==> src/rtl/tdm_demux41.sv <==
// TDM receive demultiplexer: 4 slots per frame onto 4 registered channel outputs.
// Locks on a slot-0 sync marker, collects slots 0..2 in shadow registers and
// publishes the whole frame atomically on the slot-3 beat with a frame_valid strobe.
module tdm_demux41 #(
  parameter int unsigned WIDTH            = 1,
  parameter bit          SYNC_EVERY_FRAME = 1'b1
) (
  input  logic             clk,
  input  logic             rst_n,
  input  logic [WIDTH-1:0] din,
  input  logic             din_valid,
  input  logic             sync,
  output logic [WIDTH-1:0] q0,
  output logic [WIDTH-1:0] q1,
  output logic [WIDTH-1:0] q2,
  output logic [WIDTH-1:0] q3,
  output logic             frame_valid,
  output logic             locked,
  output logic             sync_err
);

  typedef enum logic [0:0] {StHunt, StLocked} state_e;

  state_e           state_q, state_d;
  logic [1:0]       slot_q, slot_d;
  logic [WIDTH-1:0] sh0_q, sh0_d;
  logic [WIDTH-1:0] sh1_q, sh1_d;
  logic [WIDTH-1:0] sh2_q, sh2_d;
  logic [WIDTH-1:0] q0_q, q0_d;
  logic [WIDTH-1:0] q1_q, q1_d;
  logic [WIDTH-1:0] q2_q, q2_d;
  logic [WIDTH-1:0] q3_q, q3_d;
  logic             frame_valid_q, frame_valid_d;
  logic             sync_err_q, sync_err_d;

  // Next-state: slot tracking, shadow capture and atomic frame publish
  always_comb begin
    state_d       = state_q;
    slot_d        = slot_q;
    sh0_d         = sh0_q;
    sh1_d         = sh1_q;
    sh2_d         = sh2_q;
    q0_d          = q0_q;
    q1_d          = q1_q;
    q2_d          = q2_q;
    q3_d          = q3_q;
    frame_valid_d = 1'b0;
    sync_err_d    = 1'b0;

    if (din_valid) begin
      unique case (state_q)
        StHunt: begin
          // Non-sync beats are dropped until a slot-0 marker arrives
          if (sync) begin
            sh0_d   = din;
            slot_d  = 2'd1;
            state_d = StLocked;
          end
        end

        StLocked: begin
          if (sync) begin
            // A marker always restarts the frame; mid-frame it also flags an error
            sync_err_d = (slot_q != 2'd0);
            sh0_d      = din;
            slot_d     = 2'd1;
          end else begin
            unique case (slot_q)
              2'd0: begin
                if (SYNC_EVERY_FRAME) begin
                  sync_err_d = 1'b1;
                  slot_d     = 2'd0;
                  state_d    = StHunt;
                end else begin
                  sh0_d  = din;
                  slot_d = 2'd1;
                end
              end
              2'd1: begin
                sh1_d  = din;
                slot_d = 2'd2;
              end
              2'd2: begin
                sh2_d  = din;
                slot_d = 2'd3;
              end
              2'd3: begin
                // Slot 3 goes straight to q3 so the frame lands in one edge
                q0_d          = sh0_q;
                q1_d          = sh1_q;
                q2_d          = sh2_q;
                q3_d          = din;
                frame_valid_d = 1'b1;
                slot_d        = 2'd0;
              end
              default: slot_d = 2'd0;
            endcase
          end
        end

        default: begin
          state_d = StHunt;
          slot_d  = 2'd0;
        end
      endcase
    end
  end

  // State, shadow and output registers; reset discards any partial frame
  always_ff @(posedge clk or negedge rst_n) begin
    if (!rst_n) begin
      state_q       <= StHunt;
      slot_q        <= 2'd0;
      sh0_q         <= '0;
      sh1_q         <= '0;
      sh2_q         <= '0;
      q0_q          <= '0;
      q1_q          <= '0;
      q2_q          <= '0;
      q3_q          <= '0;
      frame_valid_q <= 1'b0;
      sync_err_q    <= 1'b0;
    end else begin
      state_q       <= state_d;
      slot_q        <= slot_d;
      sh0_q         <= sh0_d;
      sh1_q         <= sh1_d;
      sh2_q         <= sh2_d;
      q0_q          <= q0_d;
      q1_q          <= q1_d;
      q2_q          <= q2_d;
      q3_q          <= q3_d;
      frame_valid_q <= frame_valid_d;
      sync_err_q    <= sync_err_d;
    end
  end

  assign q0          = q0_q;
  assign q1          = q1_q;
  assign q2          = q2_q;
  assign q3          = q3_q;
  assign frame_valid = frame_valid_q;
  assign sync_err    = sync_err_q;
  assign locked      = (state_q == StLocked);

endmodule

==> config.mk <==
export PLATFORM = sky130hd
export DESIGN_NAME = tdm_demux41
export DESIGN_NICKNAME = d
export VERILOG_FILES = /design/src/rtl/tdm_demux41.sv
export SDC_FILE = /design/constraint.sdc
export NUM_CORES = 1
export LEC_CHECK = 0
export CAP_MARGIN = 20
export CORE_AREA = 10 10 47 49
export CTS_CLUSTER_SIZE = 8
export DETAILED_ROUTE_END_ITERATION = 6
export DIE_AREA = 0 0 57 59
export PLACE_DENSITY = 0.72
export REMOVE_ABC_BUFFERS = 1
export SLEW_MARGIN = 5
export SYNTH_ARGS = -nofsm -noshare
export SYNTH_HDL_FRONTEND = slang
export SYNTH_SLANG_ARGS = --single-unit
==> constraint.sdc <==
create_clock -name clk -period 2 [get_ports clk]
set_clock_uncertainty 0.2 [all_clocks]
set_input_delay 0.3 -clock clk [delete_from_list [all_inputs] [get_ports clk]]
set_output_delay 0.3 -clock clk [all_outputs]
set_load 0.05 [all_outputs]
==> flow_metrics.env <==
export IMPL_status="completed"
export IMPL_boundaryPins=12
export IMPL_fin_util_pct=52.8
export IMPL_ys_seq_elements=12
export IMPL_overflow=0
export IMPL_antenna_cells=0
export IMPL_min_period_ps=1890
export IMPL_cts_sinks=12
export IMPL_core_um2=1400
export IMPL_num_nets_final=72
export IMPL_reg2reg_depth=4
export IMPL_std_cell_rows=14
export IMPL_synth_top_cell_area_share_pct=49.1
export IMPL_drv_slew=0
export IMPL_required_ps=1500
export IMPL_clock_fmax_mhz=530
export IMPL_first_pass_iters=4
export IMPL_drive_above_1_share_pct=32.2
export IMPL_final_cell_area_um2=739
export IMPL_crit_type="register to output port"
export IMPL_drcViolationCount=0
export IMPL_synth_cell_types=17
export IMPL_h_tree_depth=1
export IMPL_cp_max_fo=1
export IMPL_slowest_stage="clkdlybuf4s50_1"
export IMPL_reg2reg_slack_ps=520
export IMPL_hp_class="primary input to async pin"
export IMPL_rsz0062_at_grt="no"
export IMPL_placed_area_um2=717
export IMPL_cts_resized=0
export IMPL_max_slew_margin_pct=64.9
export IMPL_cp_top_family="buffers and inverters"
export IMPL_wl_per_cell_um=14.3
export IMPL_peakVddDrop_v=0.000697
export IMPL_max_stage_delay_ps=800
export IMPL_portBuffers=11
export IMPL_powerDensity_nw_per_um2=1430
export IMPL_path_buf_inv=1
export IMPL_place_hpwl_um=833
export IMPL_clk_latency_ps=270
export IMPL_holdWs_ps=171
export IMPL_worstSetupEndpointType="output port"
export IMPL_path_clk_slew_ps=70
export IMPL_grt_pass1_vias=419
export IMPL_setup_viol=0
export IMPL_first_iter_violations=5
export IMPL_synth_seq_area_share_pct=49.1
export IMPL_grt_max_degree=13
export IMPL_area_growth_pct=20.9
export IMPL_netlist_area_um2=612
export IMPL_tritoncts="done"
export IMPL_synthTopCellsByArea="dfrtp_1 (49%), mux2_2 (13%), ha_1 (12%), nand4b_4 (3.9%), buf_6 (3.7%)"
export IMPL_tns_ps=0
export IMPL_grt_pass1_wl_um=1910
export IMPL_antenna_found_initial=0
export IMPL_maxCapViolCount=0
export IMPL_crit_path_start_kind="register"
export IMPL_avgViaCountPerCell=4.99
export IMPL_clockBufferDepth=2
export IMPL_grt_usage_pct=7.34
export IMPL_gp_congestion=0.733
export IMPL_p_leak_nw=0.365
export IMPL_hold_buffers=0
export IMPL_worst_r2r_endpoint="sh2_q$_DFFE_PN0P_"
export IMPL_r2r_start="slot_q[0]$_DFFE_PN0P_"
export IMPL_yosysWarningCount=0
export IMPL_path_cells="clkdlybuf4s50_1"
export IMPL_wirelength_um=1070
export IMPL_period_share_pct=94.4
export IMPL_post_cts_buffers=0
export IMPL_worst_pin_slew_ps=525
export IMPL_num_vias=374
export IMPL_syn_avg_cell_area_um2=13.0
export IMPL_dieArea_um2=3360
export IMPL_die_x_um=57
export IMPL_most_common_layout_cells="dfrtp_1 (12), mux2_2 (7), ha_1 (6), buf_4 (6), clkdlybuf4s50_1 (5)"
export IMPL_cts_buffers_inserted=3
export IMPL_die_height_um=59
export IMPL_yosys_area_top_type="dfrtp_1"
export IMPL_hold_violations=0
export IMPL_postRouteAntennaNets=0
export IMPL_final_common_cell="dfrtp_1"
export IMPL_arrival_ps=1390
export IMPL_cts_root_buf="clkbuf_4"
export IMPL_start_util_pct=43.7
export IMPL_netlist_instances=47
how the worst max path moves through the flow:
stage	from	endpoint	slack, ps	cells after the start
6_report	frame_valid$_DFF_PN0_	frame_valid	110	1
5_1_grt	frame_valid$_DFF_PN0_	frame_valid	70	1
3_3_place_gp	sync	q0$_DFFE_PN0P_	180	3
4_1_cts	frame_valid$_DFF_PN0_	frame_valid	90	1
2_1_floorplan	locked$_DFFE_PN0P_	q0$_DFFE_PN0P_	430	2
3_5_place_dp	sync	q0$_DFFE_PN0P_	170	3
state kept, by name (all words and copies together), names as in the netlist:
register and count:
q2 1, q1 1, q0 1, locked 1, slot_q 2, sync_err 1
sh0_q 1, frame_valid 1, q3 1, sh2_q 1, sh1_q 1
layout make-up:
cell class,count,area (µm²)
multi-input combinational,28,267
fill,132,662
inverter,4,15.0
clock buffer,3,22.5
tap,16,20.0
timing repair buffer,12,115
sequential,12,300
per-stage QoR:
stage	worst slack, ps	cells	total power, mW
4_1_cts	88.5	75	1.07
3_5_place_dp	167	72	0.929
2_1_floorplan	431	44	0.741
6_report	112	75	1.06
5_1_grt	70.0	75	1.13
3_3_place_gp	178	72	0.915
routing by layer:
layer  GRT usage, %  share of wire (%)  vias to the layer above  wire length [µm]
met4           6.04                3.2                        0                34
met2           10.1                 45                        9               479
met1           8.32                 45                      171               478
met3           3.65                7.2                        4                77
met5              0                  0                        -                 0
li1               -                  -                      190                 -
synthesized netlist by cell type:
cell type / instances
dfrtp_1: 12
mux2_2: 7
ha_1: 6
inv_1: 4
buf_6: 2
nand2_1: 2
nand4b_1: 2
nor2_1: 2
nor3_1: 2
a21oi_1: 1
a31oi_1: 1
and4bb_2: 1
buf_4: 1
nand3_1: 1
nand4b_4: 1
o221ai_1: 1
or3b_1: 1
power breakdown:
part | leakage (nW) | internal [mW] | switching, mW | total, mW
logic | 0.204 | 0.196 | 0.300 | 0.496
registers | 0.147 | 0.334 | 0.0833 | 0.418
clock network | 0.0138 | 0.0696 | 0.0755 | 0.145
total | 0.365 | 0.600 | 0.459 | 1.06
cells by family after synthesis:
kind of cell | share of synthesized area, %
flip-flops | 49.1
adder cells (fa/ha/maj) | 12.3
multiplexers | 12.9
buffers and inverters | 7.36
AO/OA/AOI/OAI | 3.27
AND/OR/NAND/NOR | 15.1
(Power assumes the default switching activity.)
